===== src/rtl/dmem_arb_pkg.sv =====
// dmem_arb_pkg: shared types and constants for the dmem arbiter.
// FSM state encoding, port indices, read-latency counter width and a
// small helper that turns a port index into a one-hot port vector.
package dmem_arb_pkg;

  typedef enum logic [1:0] {
    IDLE   = 2'd0,
    ACCESS = 2'd1,
    WAIT   = 2'd2,
    RESP   = 2'd3
  } arb_state_e;

  localparam int PORT_CPU = 0;
  localparam int PORT_AUX = 1;

  // RD_LAT ranges over 1..4, so the countdown needs 3 bits.
  localparam int RD_LAT_MAX = 4;
  localparam int CNT_W      = $clog2(RD_LAT_MAX + 1);

  function automatic logic [1:0] port_onehot(input logic sel);
    return sel ? 2'b10 : 2'b01;
  endfunction

endpackage


===== src/rtl/dmem_arbiter_if.sv =====
// dmem_arbiter_if: bundles both requester ports and the dmem-facing bus.
// The arbiter takes the slave view; the environment (requesters plus the
// memory itself) takes the master view.
interface dmem_arbiter_if #(
  parameter int ADDR_W = 32,
  parameter int DATA_W = 32
);

  logic [1:0]          req;
  logic [1:0]          we;
  logic [2*ADDR_W-1:0] addr;
  logic [2*DATA_W-1:0] wdata;
  logic [1:0]          gnt;
  logic [1:0]          rvalid;
  logic [DATA_W-1:0]   rdata;
  logic                busy;
  logic [ADDR_W-1:0]   mem_address;
  logic [DATA_W-1:0]   mem_data;
  logic                mem_wren;
  logic [DATA_W-1:0]   mem_q;

  modport slave (
    input  req, we, addr, wdata, mem_q,
    output gnt, rvalid, rdata, busy, mem_address, mem_data, mem_wren
  );

  modport master (
    output req, we, addr, wdata, mem_q,
    input  gnt, rvalid, rdata, busy, mem_address, mem_data, mem_wren
  );

endinterface


===== src/rtl/dmem_arb_pick.sv =====
// dmem_arb_pick: combinational port selection for the dmem arbiter.
// Default build is round-robin: on contention the port that did not win
// last time is chosen. Defining DMEM_ARB_FIXED_PRIO_EN makes port 0 win
// every contention (port 1 can then starve).
module dmem_arb_pick
  import dmem_arb_pkg::*;
(
  input  logic [1:0] req_i,
  input  logic       last_grant_i,
  output logic       sel_o,
  output logic       any_o
);

`ifdef DMEM_ARB_FIXED_PRIO_EN
  // History is still tracked by the caller but plays no part here.
  logic unused_last_grant;
  assign unused_last_grant = last_grant_i;
`endif

  // Single requester wins outright; only contention needs a policy.
  always_comb begin
    any_o = |req_i;
    sel_o = 1'(PORT_CPU);
    if (req_i == 2'b11) begin
`ifdef DMEM_ARB_FIXED_PRIO_EN
      sel_o = 1'(PORT_CPU);
`else
      sel_o = ~last_grant_i;
`endif
    end else if (req_i[PORT_AUX]) begin
      sel_o = 1'(PORT_AUX);
    end
  end

endmodule


===== src/rtl/dmem_arbiter.sv =====
// dmem_arbiter: shares one single-port synchronous-read dmem between the
// CPU load/store unit (port 0) and an auxiliary master (port 1).
// One transaction at a time: IDLE -> ACCESS (-> WAIT -> RESP for reads).
// All dmem-facing signals and handshake outputs are registered.
// Optional macro: DMEM_ARB_FIXED_PRIO_EN (fixed priority to port 0,
// handled inside dmem_arb_pick).
module dmem_arbiter
  import dmem_arb_pkg::*;
#(
  parameter int ADDR_W = 32,
  parameter int DATA_W = 32,
  parameter int RD_LAT = 1
) (
  input  logic            clk,
  input  logic            rst_n,
  dmem_arbiter_if.slave   bus
);

  arb_state_e        state_q;
  logic              last_grant_q;
  logic              sel_q;
  logic [CNT_W-1:0]  cnt_q;
  logic [1:0]        gnt_q;
  logic [1:0]        rvalid_q;
  logic [DATA_W-1:0] rdata_q;
  logic              busy_q;
  logic [ADDR_W-1:0] mem_address_q;
  logic [DATA_W-1:0] mem_data_q;
  logic              mem_wren_q;

  logic              sel_d;
  logic              any_d;
  logic [ADDR_W-1:0] port_addr  [2];
  logic [DATA_W-1:0] port_wdata [2];

  // Split the packed per-port buses into indexable per-port words.
  for (genvar gi = 0; gi < 2; gi++) begin : g_unpack
    assign port_addr[gi]  = bus.addr[gi*ADDR_W +: ADDR_W];
    assign port_wdata[gi] = bus.wdata[gi*DATA_W +: DATA_W];
  end

  dmem_arb_pick u_pick (
    .req_i        (bus.req),
    .last_grant_i (last_grant_q),
    .sel_o        (sel_d),
    .any_o        (any_d)
  );

  // Transaction sequencer: requests are only looked at in IDLE, so a
  // requester simply holds its request until it sees gnt.
  always_ff @(posedge clk or negedge rst_n) begin
    if (!rst_n) begin
      state_q       <= IDLE;
      last_grant_q  <= 1'(PORT_AUX);
      sel_q         <= 1'b0;
      cnt_q         <= '0;
      gnt_q         <= '0;
      rvalid_q      <= '0;
      rdata_q       <= '0;
      busy_q        <= 1'b0;
      mem_address_q <= '0;
      mem_data_q    <= '0;
      mem_wren_q    <= 1'b0;
    end else begin
      // Pulses default low; address/data hold their last values.
      gnt_q      <= '0;
      rvalid_q   <= '0;
      mem_wren_q <= 1'b0;
      unique case (state_q)
        IDLE: begin
          if (any_d) begin
            mem_address_q <= port_addr[sel_d];
            mem_data_q    <= port_wdata[sel_d];
            mem_wren_q    <= bus.we[sel_d];
            gnt_q         <= port_onehot(sel_d);
            last_grant_q  <= sel_d;
            sel_q         <= sel_d;
            busy_q        <= 1'b1;
            state_q       <= ACCESS;
          end
        end
        ACCESS: begin
          // dmem commits a write, or samples the read address, at the
          // edge that ends this state.
          if (mem_wren_q) begin
            busy_q  <= 1'b0;
            state_q <= IDLE;
          end else begin
            cnt_q   <= CNT_W'(RD_LAT);
            state_q <= WAIT;
          end
        end
        WAIT: begin
          cnt_q <= cnt_q - CNT_W'(1);
          if (cnt_q == CNT_W'(1)) begin
            rdata_q  <= bus.mem_q;
            rvalid_q <= port_onehot(sel_q);
            state_q  <= RESP;
          end
        end
        RESP: begin
          busy_q  <= 1'b0;
          state_q <= IDLE;
        end
        default: begin
          busy_q  <= 1'b0;
          state_q <= IDLE;
        end
      endcase
    end
  end

  assign bus.gnt         = gnt_q;
  assign bus.rvalid      = rvalid_q;
  assign bus.rdata       = rdata_q;
  assign bus.busy        = busy_q;
  assign bus.mem_address = mem_address_q;
  assign bus.mem_data    = mem_data_q;
  assign bus.mem_wren    = mem_wren_q;

endmodule


===== src/flat_wrapper.sv =====
// flat-port wrapper written by rule: the top's interface ports become plain ports
module dmem_arbiter_flat import dmem_arb_pkg::*;
#(
  parameter int ADDR_W = 32,
  parameter int DATA_W = 32,
  parameter int RD_LAT = 1
)
  (clk, rst_n, bus_req, bus_we, bus_addr, bus_wdata, bus_mem_q, bus_gnt, bus_rvalid, bus_rdata, bus_busy, bus_mem_address, bus_mem_data, bus_mem_wren);
  dmem_arbiter_if #(.ADDR_W(ADDR_W), .DATA_W(DATA_W)) bus_i ();
  input  logic clk;
  input  logic rst_n;
  input wire logic [$bits(bus_i.req)-1:0] bus_req;
  input wire logic [$bits(bus_i.we)-1:0] bus_we;
  input wire logic [$bits(bus_i.addr)-1:0] bus_addr;
  input wire logic [$bits(bus_i.wdata)-1:0] bus_wdata;
  input wire logic [$bits(bus_i.mem_q)-1:0] bus_mem_q;
  output wire logic [$bits(bus_i.gnt)-1:0] bus_gnt;
  output wire logic [$bits(bus_i.rvalid)-1:0] bus_rvalid;
  output wire logic [$bits(bus_i.rdata)-1:0] bus_rdata;
  output wire logic [$bits(bus_i.busy)-1:0] bus_busy;
  output wire logic [$bits(bus_i.mem_address)-1:0] bus_mem_address;
  output wire logic [$bits(bus_i.mem_data)-1:0] bus_mem_data;
  output wire logic [$bits(bus_i.mem_wren)-1:0] bus_mem_wren;
  assign bus_i.req = bus_req;
  assign bus_i.we = bus_we;
  assign bus_i.addr = bus_addr;
  assign bus_i.wdata = bus_wdata;
  assign bus_i.mem_q = bus_mem_q;
  assign bus_gnt = bus_i.gnt;
  assign bus_rvalid = bus_i.rvalid;
  assign bus_rdata = bus_i.rdata;
  assign bus_busy = bus_i.busy;
  assign bus_mem_address = bus_i.mem_address;
  assign bus_mem_data = bus_i.mem_data;
  assign bus_mem_wren = bus_i.mem_wren;
  dmem_arbiter #(.ADDR_W(ADDR_W), .DATA_W(DATA_W), .RD_LAT(RD_LAT)) u_core (.clk(clk), .rst_n(rst_n), .bus(bus_i));
endmodule

===== config.mk =====
export PLATFORM = sky130hd
export DESIGN_NAME = dmem_arbiter_flat
export DESIGN_NICKNAME = d
export VERILOG_FILES = /design/src/rtl/dmem_arb_pkg.sv /design/src/rtl/dmem_arbiter_if.sv /design/src/rtl/dmem_arb_pick.sv /design/src/rtl/dmem_arbiter.sv /design/src/flat_wrapper.sv
export SDC_FILE = /design/constraint.sdc
export NUM_CORES = 1
export LEC_CHECK = 0
export CAP_MARGIN = 10
export CORE_ASPECT_RATIO = 0.75
export CORE_MARGIN = 3
export CORE_UTILIZATION = 27
export CTS_CLUSTER_SIZE = 12
export DETAILED_ROUTE_END_ITERATION = 7
export MAX_ROUTING_LAYER = met4
export PLACE_DENSITY = 0.63
export SYNTH_ARGS = -nofsm -noshare
export SYNTH_HDL_FRONTEND = slang
export SYNTH_SLANG_ARGS = --single-unit

===== constraint.sdc =====
create_clock -name clk -period 1.9 [get_ports clk]
set_input_delay 0.19 -clock clk [delete_from_list [all_inputs] [get_ports clk]]
set_output_delay 0.19 -clock clk [all_outputs]
set_load 0.01 [all_outputs]

; After elaboration in Yosys (flattened, before gate mapping)
; Index checks and enable logic that the tools add are counted.
; Widths: inputs -> output; s select.
[word_totals]
reg_bits = 109
in_bits = 166
word_cells = 61
output_inout_bits = 102
[op_classes]
eq_ne = 9
reduce_logical = 9
add_sub_neg = 1
order_cmp = 2
bitwise = 2
n_mux = 27
[op_table]
columns = cell, n
row1 = $mux 32, 6
row2 = $mux 2, 9
row3 = $mux 1, 8
row4 = $pmux 2 s4, 1
row5 = $reduce_and 2->1, 4
row6 = $eq 2x2->1 const B, 3
row7 = $ne 2x1->1 const B, 3
row8 = $pmux 3 s2, 1
row9 = $eq 3x1->1 const B, 1
row10 = $mux 3, 1
row11 = $pmux 1 s3, 1
row12 = $reduce_and 3->1, 1
row13 = $reduce_bool 3->1, 1
row14 = $sub 3x1->3 const B, 1
row15 = $eq 2x1->1 const B, 1
row16 = $ge 2x2->1 const B, 1
row17 = $logic_not 2->1, 1
row18 = $lt 1x2->1 const B, 1
row19 = $ne 2x2->1 const B, 1
row20 = $not 1->2, 1
row21 = $reduce_bool 2->1, 1
row22 = $reduce_or 2->1, 1
row23 = $not 1->1, 1

; Depth between registers and ports, before layout
[logic_depth]
depth_word = 6
depth_mapped = 6
depth_no_buf = 4

; Cells and area by module
; A second synthesis with hierarchy kept.
[unflattened]
hier_cells = 399
area_unflattened_um2 = 4825.9
[by_module_without_submodules]
columns = mod, seq_area_each_um2, area_each_um2, cells_each, n_inst
row1 = dmem_arbiter, 2728.9, 4812.1, 397, 1
row2 = dmem_arb_pick, 0.0, 13.8, 2, 1

; Worst setup path before layout
; OpenSTA, ideal clock, no wires.
[synth_timing]
path_kind = reg2reg
startpoint = reg (tool-made name)
endpoint = reg u_core.rdata_q[0] (netlist: u_core.bus.rdata[0])
n_path_buf = 2
arrival_ns = 1.386
required_time_ns = 1.775
path_stages_with_launch = 6
slack_ns = 0.389
setup_time_ns = 0.125
synth_period_minus_slack_ns = 1.511
cell_sequence = dfrtp_1 -> nor2b_2 -> and3b_1 -> buf_6 -> buf_12 -> mux2_4
[synth_lines]
columns = element, line
row1 = "end signal, assigned", dmem_arbiter.sv:96  ; rdata_q <= bus.mem_q;
row2 = "end, declared", dmem_arbiter.sv:25  ; logic [DATA_W-1:0] rdata_q;

; Final worst setup path
[layout_timing]
startpoint = reg u_core.state_q[0]
endpoint = reg u_core.rdata_q[27] (netlist: u_core.bus.rdata[27])
[layout_via]
elab_chain_cells = 2
[layout_rtl]
columns = element, line
row1 = "start, declared", dmem_arbiter.sv:19  ; arb_state_e state_q;
row2 = "start signal, assigned", dmem_arbiter.sv:53  ; state_q <= IDLE;
row3 = "start signal, assigned", dmem_arbiter.sv:79  ; state_q <= ACCESS;
row4 = "start signal, assigned", dmem_arbiter.sv:87  ; state_q <= IDLE;
row5 = $eq 2x2->1, dmem_arbiter.sv:69  ; unique case (state_q)
row6 = $reduce_and 2->1 (no source line), n/a
; No other way between the ends.
; A chain may end at the register's enable or synchronous reset.

==> flow_summary.json <==
{
  "dieArea_sq_mm": 0.0191,
  "ys_seq_area_share_pct": 57.8,
  "final_common_cell": "clkdlybuf4s50_1",
  "routedWlPerCell_um": 17.2,
  "num_vias": 4038,
  "gp_congestion": 0.847,
  "ant_nets": 0,
  "cts_buffer_depth": 2,
  "finalNetCount": 783,
  "row_count": 41,
  "pwr_density_cell_mw_per_mm2": 1530,
  "cap_violations": 0,
  "finalClockSkew_ps": 11.2,
  "cts_root_buf": "clkbuf_16",
  "grt_max_degree": 110,
  "grt_remaining_overflow": 0,
  "synth_cell_type_count": 32,
  "ioPinCount": 268,
  "fp.coreArea_sq_mm": 0.0170,
  "syn_avg_cell_area_sq_um": 13.2,
  "cp_top_family": "simple AND/OR/NAND/NOR gates",
  "cts.clk_slew.worst_paths_ps": 80,
  "first_global_vias": 4269,
  "fmax_mhz": 569,
  "slew-limit-headroom_pct": 61.5,
  "cts_num_sinks": 109,
  "hold_viol": 0,
  "worstSetupStartpointType": "register",
  "vias_per_cell": 4.71,
  "wl_mm": 14.7,
  "slowest_delay_ps": 490,
  "yosysWarnings": 0,
  "grtUsageTotal_pct": 15.9,
  "drc": 0,
  "leakage_nw": 3.48,
  "crit_type": "register to register",
  "status": "finished clean",
  "ys_ff_latch": 109,
  "numCtsBuffers": 9,
  "min_period_ps": 1760,
  "grt_pass1_wl_mm": 23.8,
  "slowest_stage": "dfrtp_1",
  "arrival_ps": 1990,
  "crit_path_max_fanout": 35,
  "crit_path_end_kind": "register",
  "critPathRequiredTime_ps": 2130,
  "cp.depth": 4,
  "final_util_pct": 46.6,
  "hp-class": "input pin to register",
  "worst-path-buf-inv": 1,
  "clock_latency_ps": 350,
  "cts_tree": "yes",
  "worstPathCellList": "nor2b_2, and3b_2, buf_12, mux2_2",
  "cts_setup_buffers": 0,
  "port_buffers": 267,
  "fin_setup_tns_ps": 0,
  "fp.dieW_um": 159,
  "ir_drop_uv": 862,
  "antenna_found_initial": 0,
  "drt_iter0_drc": 255,
  "initial_utilization_pct": 27.8,
  "drt_pass1_iterations": 4,
  "area_delta_synth_final_pct": 67.5,
  "drive_gt1_share_pct": 11.0,
  "fin_crit_sh_pct": 92.4,
  "setup_viol_count_final": 0,
  "htreeDepth": 3,
  "die_h_um": 121,
  "rsz0062_at_grt": "no",
  "slew_violations": 0,
  "dp.final_hpwl_mm": 10.6,
  "synth_fp_nets": 527,
  "synthCells": 359,
  "min_path_cells": 3,
  "final_cell_mix": "clkdlybuf4s50_1 (266), dfrtp_1 (108), and3_1 (54), a221o_1 (54), mux2_4 (27)",
  "r2r_cells": 4,
  "tightestPinTransition_ps": 578,
  "synth_area_sq_mm": 0.00472
}
## cells by family after synthesis
group                    count (synthesis)  synth area share [%]
flip-flops                             109                  57.8
multiplexers                            32                  9.78
buffers and inverters                   36                  5.19
AND/OR/NAND/NOR                         94                  11.1
adder cells (fa/ha/maj)                  2                 0.530
AO/OA/AOI/OAI                           85                  15.4
XOR/XNOR                                 1                 0.186
## synth_stat cells
master / number / area share (%)
dfstp_2: 1 / 0.56
a21bo_2: 1 / 0.21
nor2_2: 1 / 0.13
a21o_1: 2 / 0.32
and3_1: 55 / 7.3
nand2_1: 26 / 2.1
a21oi_1: 14 / 1.5
mux2_2: 5 / 1.2
or2_2: 1 / 0.13
buf_2: 6 / 0.64
a21boi_0: 1 / 0.16
xnor2_1: 1 / 0.19
o21ai_0: 1 / 0.11
mux2_4: 27 / 8.6
nor2_1: 1 / 0.079
dfrtp_1: 108 / 57
buf_12: 3 / 1.3
and3b_1: 1 / 0.19
nand2b_1: 4 / 0.53
ha_1: 2 / 0.53
a31oi_1: 10 / 1.3
inv_1: 3 / 0.24
a311oi_1: 1 / 0.19
nor2b_2: 1 / 0.19
and2_1: 2 / 0.26
nor2b_1: 1 / 0.13
clkbuf_1: 16 / 1.3
buf_6: 7 / 1.7
a221oi_1: 1 / 0.19
clkbuf_2: 1 / 0.11
nor3_1: 1 / 0.11
a221o_1: 54 / 11
## area by class of cell
| class | count | area, sq um |
|---|---|---|
| Multi-Input combinational cell | 214 | 1770 |
| Timing Repair Buffer | 278 | 2820 |
| Clock inverter | 6 | 45.0 |
| Clock buffer | 10 | 239 |
| Inverter | 3 | 11.3 |
| Tap cell | 236 | 295 |
| Fill cell | 1538 | 9070 |
| Antenna cell | 1 | 2.50 |
| Sequential cell | 109 | 2730 |
## power by group
part	total, mW	internal [mW]	switching, mW	leakage, nW
clock network	1.81	0.938	0.868	0.144
registers	4.18	3.47	0.712	1.32
logic	6.10	3.66	2.44	2.01
## routing by layer
metal	track usage (%)	vias up	routed length, um
met4	4.54	0	210
met2	22.9	207	6530
li1	-	1867	-
met3	5.34	16	1170
met1	21.4	1948	6830
met5	-	-	0
## registers in the layout (all words and copies together), names as in the netlist, named ones only
register                cells
u_core.bus.rdata           32
u_core.bus.mem_address     32
u_core.bus.mem_wren         1
u_core.bus.mem_data        32
u_core.bus.busy             1
u_core.cnt_q                3
u_core.bus.rvalid           2
u_core.bus.gnt              2
u_core.last_grant_q         1
u_core.state_q              1
u_core.sel_q                1
## path summary, 6_finish.rpt
check,endpoint,slack (ps),from
min in group asynchronous,u_core.bus.mem_address[26],430,rst_n
worst max-delay path,u_core.bus.rdata[27],140,u_core.state_q[0]
worst min register to register,u_core.bus.rvalid[0],480,u_core.sel_q
worst min-delay path,u_core.bus.mem_address[23],390,bus_addr[23]
max in group asynchronous,u_core.bus.mem_data[5],1020,rst_n
worst max register to register,u_core.bus.rdata[27],140,u_core.state_q[0]
## repair_timing
item	in CTS	in global routing
hold buffers	1	0
hold endpoints to repair	108	0
resized for setup	0	0
## worst min-delay path, cell delays in order
cell and delay (ps):
clkdlybuf4s50_1 400, nand2_1 60, a31oi_1 70
## through the flow
step           total power, mW  std cells  hold slack [ps]  worst slack, ps  cell area, sq um
2_1_floorplan             7.21        359             -106              389              4720
3_3_place_gp              10.2        839              307              186              7610
3_5_place_dp              10.4        839              322              140              7610
4_1_cts                   12.2        856              375              126              7910
5_1_grt                   12.8        856              380             7.58              7910
6_report                  12.1        857              393              144              7910
Note: power is estimated with default switching activity, not from simulation.
